--- config.mk ---
export PLATFORM = sky130hd
export DESIGN_NAME = tinyodin_obi_initiator
export DESIGN_NICKNAME = d
export VERILOG_FILES = /design/src/rtl/tinyodin_obi_initiator.sv
export SDC_FILE = /design/constraint.sdc
export NUM_CORES = 1
export LEC_CHECK = 0
export BUFFER_PORTS_ARGS = -buffer_cell sky130_fd_sc_hd__buf_2
export CAP_MARGIN = 20
export CELL_PAD_IN_SITES_DETAIL_PLACEMENT = 1
export CELL_PAD_IN_SITES_GLOBAL_PLACEMENT = 1
export CORE_MARGIN = 8
export CORE_UTILIZATION = 25
export CTS_CLUSTER_SIZE = 10
export DETAILED_ROUTE_END_ITERATION = 6
export GPL_ROUTABILITY_DRIVEN = 0
export PLACE_DENSITY_LB_ADDON = 0.1
export SYNTH_ARGS = -nofsm -noshare
export SYNTH_HDL_FRONTEND = slang
export SYNTH_SLANG_ARGS = --single-unit
--- constraint.sdc ---
create_clock -name CLK -period 4.5 [get_ports CLK]
set_input_delay 0.45 -clock CLK [delete_from_list [all_inputs] [get_ports CLK]]
set_output_delay 0.45 -clock CLK [all_outputs]
set_load 0.05 [all_outputs]
--- src/rtl/tinyodin_obi_initiator.sv ---
// tinyodin_obi_initiator: sequences word-sized OBI reads/writes into the tinyODIN address window
package tinyodin_obi_pkg;
    typedef struct packed {
        logic        req;
        logic        we;
        logic [3:0]  be;
        logic [31:0] addr;
        logic [31:0] wdata;
    } obi_req_t;

    typedef struct packed {
        logic        gnt;
        logic        rvalid;
        logic [31:0] rdata;
    } obi_rsp_t;
endpackage

module tinyodin_obi_initiator #(
    parameter type req_t = tinyodin_obi_pkg::obi_req_t,
    parameter type rsp_t = tinyodin_obi_pkg::obi_rsp_t,
    parameter int  CNT_W = 16
) (
    input  logic             CLK,
    input  logic             RSTN,
    input  logic             cmd_valid_i,
    output logic             cmd_ready_o,
    input  logic             cmd_we_i,
    input  logic [31:0]      cmd_addr_i,
    input  logic [CNT_W-1:0] cmd_len_i,
    input  logic [31:0]      wr_data_i,
    input  logic             wr_valid_i,
    output logic             wr_ready_o,
    output logic [31:0]      rd_data_o,
    output logic             rd_valid_o,
    input  logic             rd_ready_i,
    output logic             busy_o,
    output logic             done_o,
    output req_t             obi_req_o,
    input  rsp_t             obi_rsp_i
);
    typedef enum logic [1:0] {IDLE, REQ, RESP, DRAIN} state_t;

    state_t           state_q, state_d;
    logic             we_q;
    logic [31:0]      addr_q;
    logic [CNT_W-1:0] rem_q;
    logic             req_c, fire, last;

    assign req_c       = (state_q == REQ) && (!we_q || wr_valid_i);
    assign fire        = req_c && obi_rsp_i.gnt;
    assign last        = (rem_q == '0);
    assign busy_o      = (state_q != IDLE);
    assign cmd_ready_o = (state_q == IDLE);
    assign wr_ready_o  = fire && we_q;

    // OBI request fields are driven only while a transfer is on offer; zero otherwise
    always_comb begin
        obi_req_o = '0;
        if (state_q == REQ) begin
            obi_req_o.req   = req_c;
            obi_req_o.we    = we_q;
            obi_req_o.be    = 4'hF;
            obi_req_o.addr  = addr_q;
            obi_req_o.wdata = wr_data_i;
        end
    end

    // next-state: one outstanding transfer, reads park in DRAIN until the local side takes the word
    always_comb begin
        state_d = state_q;
        case (state_q)
            IDLE:    state_d = (cmd_valid_i && cmd_len_i != '0) ? REQ : IDLE;
            REQ:     state_d = fire ? RESP : REQ;
            RESP:    state_d = !obi_rsp_i.rvalid ? RESP : !we_q ? DRAIN : last ? IDLE : REQ;
            DRAIN:   state_d = !rd_ready_i ? DRAIN : last ? IDLE : REQ;
            default: state_d = IDLE;
        endcase
    end

    // state register
    always_ff @(posedge CLK or negedge RSTN) begin
        if (!RSTN) state_q <= IDLE;
        else       state_q <= state_d;
    end

    // command latch, address/count stepping on each grant, read-word holding and done pulse
    always_ff @(posedge CLK or negedge RSTN) begin
        if (!RSTN) begin
            we_q       <= 1'b0;
            addr_q     <= '0;
            rem_q      <= '0;
            rd_data_o  <= '0;
            rd_valid_o <= 1'b0;
            done_o     <= 1'b0;
        end else begin
            done_o <= 1'b0;
            if (state_q == IDLE && cmd_valid_i) begin
                we_q   <= cmd_we_i;
                addr_q <= cmd_addr_i & 32'hFFFF_FFFC;
                rem_q  <= cmd_len_i;
                done_o <= (cmd_len_i == '0);
            end
            if (fire) begin
                addr_q <= addr_q + 32'd4;
                rem_q  <= rem_q - CNT_W'(1);
            end
            if (state_q == RESP && obi_rsp_i.rvalid) begin
                if (we_q) begin
                    done_o <= last;
                end else begin
                    rd_data_o  <= obi_rsp_i.rdata;
                    rd_valid_o <= 1'b1;
                end
            end
            if (state_q == DRAIN && rd_ready_i) begin
                rd_valid_o <= 1'b0;
                done_o     <= last;
            end
        end
    end
endmodule

-- After elaboration in Yosys (flattened, before gate mapping)
Index checks and enable logic that the tools add are counted.
- bits in registers: 85
- input port bits: 120
- logic and storage cells: 51
- output and inout port bits: 107
- muxes and demuxes: 19
- reductions and logical operators: 18
- add/subtract/negate cells: 2
- bitwise logic cells: 1
- eq/ne operators: 4
- operators by type and width (cell ; number):
    $mux W70 ; 1
    $mux W32 ; 2
    $add A32 B3 Y32 const B ; 1
    $logic_not A16 Y1 ; 2
    $mux W16 ; 2
    $reduce_bool A16 Y1 ; 1
    $sub A16 B1 Y16 const B ; 1
    $mux W1 ; 9
    $mux W2 ; 4
    $pmux W2 S4 ; 1
    $logic_and A1 B1 Y1 ; 7
    $reduce_bool A2 Y1 ; 3
    $eq A2 B2 Y1 const B ; 2
    $reduce_and A2 Y1 ; 2
    $eq A2 B1 Y1 const B ; 1
    $logic_not A2 Y1 ; 1
    $ne A2 B1 Y1 const B ; 1
    $logic_not A1 Y1 ; 1
    $logic_or A1 B1 Y1 ; 1
    $not A1 Y1 ; 1

-- Logic depth before layout (Yosys ltp)
- word-level depth: 6
- mapped depth: 9
- gate-level depth less buffers: 6

-- Worst setup path before layout
Ideal clock, no wire load.
- path type: reg-to-output
- start point: register state_q[1]
- end point: output obi_req_o[55] (netlist name)
- arrival: 2.007 ns
- cell stages (with the launch flop): 6
- required time: 4.050 ns
- path buffers: 3
- slack: 2.043 ns
- cells stage by stage: dfrtp_1 > buf_2 > and2b_1 > buf_4 > clkbuf_1 > and2_1
- RTL lines (item ; RTL line ; source):
    from (decl) ; 43 ; state_t state_q, state_d;
    from (signal assigned) ; 83 ; else state_q <= state_d;
    to (decl) ; 38 ; output req_t obi_req_o,

-- Worst setup path after layout
- start point: register state_q[1]
- end point: output wr_ready_o
- word-level cells in the longest chain between the ends: 4
- ends and longest elaborated chain (item ; RTL line ; source):
    $eq A2 B1 Y1 ; 49 ; assign req_c = (state_q == REQ) && (!we_q || wr_valid_i);
    $logic_and A1 B1 Y1 ; 49 ;
    $logic_and A1 B1 Y1 ; 50 ; assign fire = req_c && obi_rsp_i.gnt;
    $logic_and A1 B1 Y1 ; 54 ; assign wr_ready_o = fire && we_q;
    to (decl) ; 32 ; output logic wr_ready_o,
Every way passes these cells.

==> results.cfg <==
[outcome]
status = finished, final reports clean

[worst_setup_path]
cp-start-kind = flip-flop
crit_arrival_ns = 2.50
crit_start = state_q[1]
r2r-start = state_q[1]
max_stage_delay_ns = 0.62
required_ns = 4.05
crit_chain = and2b_2 > and3_1 > and2_1 > buf_2
worst-path-stages = 4
critPathBufInv = 1
critPathTopFamily = simple AND/OR/NAND/NOR gates
r2r_slack_ns = 1.78
reg2reg_depth = 6
critPathCaptureType = primary output
path_class = reg -> out
crit_slowest_cell = and3_1
crit_fanout = 26

[global_route]
busiest_layer = met2
use_met1_pct = 17.2
grt_pass1_vias = 5052
grtUsageMet2_pct = 26.4
met3_usage_pct = 5.72
grt_remaining_overflow = 0
antenna_found_initial = 4
grt_pass1_wl_mm = 28.5
grt_max_degree = 47
track_usage_pct = 15.2

[detailed_routing]
wire_per_inst_um = 19.3
finalWirelength_mm = 17.8
first_pass_iters = 5
vias = 4506
drcViolationCount = 0
viasPerCell = 4.88
final_antenna_net_count = 0
drtIter0Drc = 161

[yosys]
ys.flop_type = dfrtp_1
ys_seq_area_share_pct = 44.3
post_synth_num_cell_types = 67
synth-seq-cells = 83
async_flop_share_pct = 100
synth.area.top_cells = dfrtp_1, and2_1, mux2_2
synth-edff-count = 0
yosys_warnings = 0
synth_area_um2 = 4690
synth_area_leader_cell = dfrtp_1
synth_top_area_share_pct = 44.3
synthCells = 476
syn_area_per_cell_um2 = 9.85

[place]
place_inst = 907
io_buffers = 222
place_hpwl_mm = 13.6
place_ws_ns = 1.71

[clocking]
clock_path_buffers = 2
cts_tree = yes
cts_sinks = 83
postCtsSetupRepairBufs = 0
root_buffer = clkbuf_16
clk_pin_slew_ns = 0.06
cts_resized = 0
cts_buffers = 9
insertion_delay_ns = 0.34
htreeDepth = 3
hold_buffers = 0

[sta]
timing.fmax_mhz = 338
max-slew-margin-rel_pct = 44.3
period_share_pct = 65.7
clock_skew_ns = 0.00909
worstMarginPinSlew_ns = 0.835
period_minus_slack_ns = 2.95
layout_setup_ws_ns = 1.55
grt_setup_unrepaired = no
slew_viol_final = 0
tns_ns = 0
finalSetupViolCount = 0
hold_violations = 0

[finish]
fillers = 2237
nets = 807
final_cell_mix = buf_2, dfrtp_1, and2_1
fin_cells = 924
final_layout_size_suffix_gt1_share_pct = 43.3
fin_util_pct = 33.8
final_common_cell = buf_2
area_growth_pct = 34.0

[power]
p_leak_nw = 3.03
peakVddDrop_v = 0.000368
p_per_area_nw_per_um2 = 871

[floorplanning]
die_h_um = 153
io_pins = 227
rows = 50
die_area_um2 = 23400
initial_core_util_pct = 25.2
core_um2 = 18600
fp.dieW_um = 153

[run]
drv_cap = 0

[min_path]
holdCritPathClass = in -> async
## synth_stat cells, types with 3 or more instances
cell and n:
nand2_1 39, a22oi_1 3, o311ai_1 3, buf_2 10, and2_1 62, a21o_1 4, a21oi_1 11, buf_4 8
inv_1 9, o311ai_0 3, a211oi_1 9, and4_1 3, nor3b_1 3, clkbuf_1 7, dfrtp_1 83, buf_1 5
nor4_1 7, a221o_1 5, a31oi_1 3, o21ai_0 18, ha_1 3, o22ai_1 6, o211ai_1 13, mux2i_1 4
nand3_1 15, or3_1 4, and3_1 7, nand4_1 10, nor2_1 28, nor3_1 15, nand4_4 3, mux2_2 30
## cell type report
cell class,instances,area [um^2],area share (%)
inverters,9,33.8,0.538
flip-flops and latches,83,2080,33.1
repair buffers,229,1170,18.6
clock buffers,10,239,3.80
well taps,234,293,4.66
diodes,1,2.50,0.0398
multi-input cells,352,2410,38.3
clock inverters,6,63.8,1.02
## registers in the layout, indices dropped and copies added (netlist names)
signal	cells
rd_valid_o	1
rd_data_o	32
done_o	1
state_q	2
addr_q	30
we_q	1
rem_q	16
## per-stage QoR
stage	hold WS, ns	total power, mW	instance area, um^2
CTS	0.114	5.57	6280
floorplan	0.154	3.93	4690
global route	0.143	5.81	6280
global placement	0.465	4.70	5980
finish	0.101	5.47	6280
detailed placement	0.474	4.78	5980
## layer usage
metal,up-vias,wire [um]
li1,2153,-
met1,2190,7380
met2,132,8800
met3,23,1360
met4,8,228
met5,-,44
## path summary, 6_finish.rpt
path                                 endpoint
worst min register to register  rd_data_o[18]
worst max register to register     addr_q[18]
max in group asynchronous            rem_q[3]
worst min-delay path               addr_q[22]
worst max-delay path               wr_ready_o
min in group CLK                         we_q
## power by group
part	total [mW]	leakage [nW]	internal [mW]	switching, mW
Sequential	1.47	0.995	1.10	0.370
Clock	0.766	0.145	0.446	0.321
Combinational	3.23	1.89	0.870	2.36
Total	5.47	3.03	2.42	3.05
## worst register-to-register path: cells and delay by family, from the launching register on
kind	cells	cell delay [ns]
compound gates	2	0.49
flops	1	0.50
buf+inv	1	0.32
simple gates	3	1.34
## cells by family (layout without fill, tap and decap cells)
kind of cell	after synthesis	after routing	share of synthesized area, %
and+or+nand+nor	213	213	26.8
buffers and inverters	42	254	4.48
AOI/OAI and AO/OA	98	98	15.0
muxes	36	36	8.54
adders and majority gates	3	3	0.801
other	1	3	0.0800
DFF	83	83	44.3
Note: power is estimated with default switching activity, not from simulation.
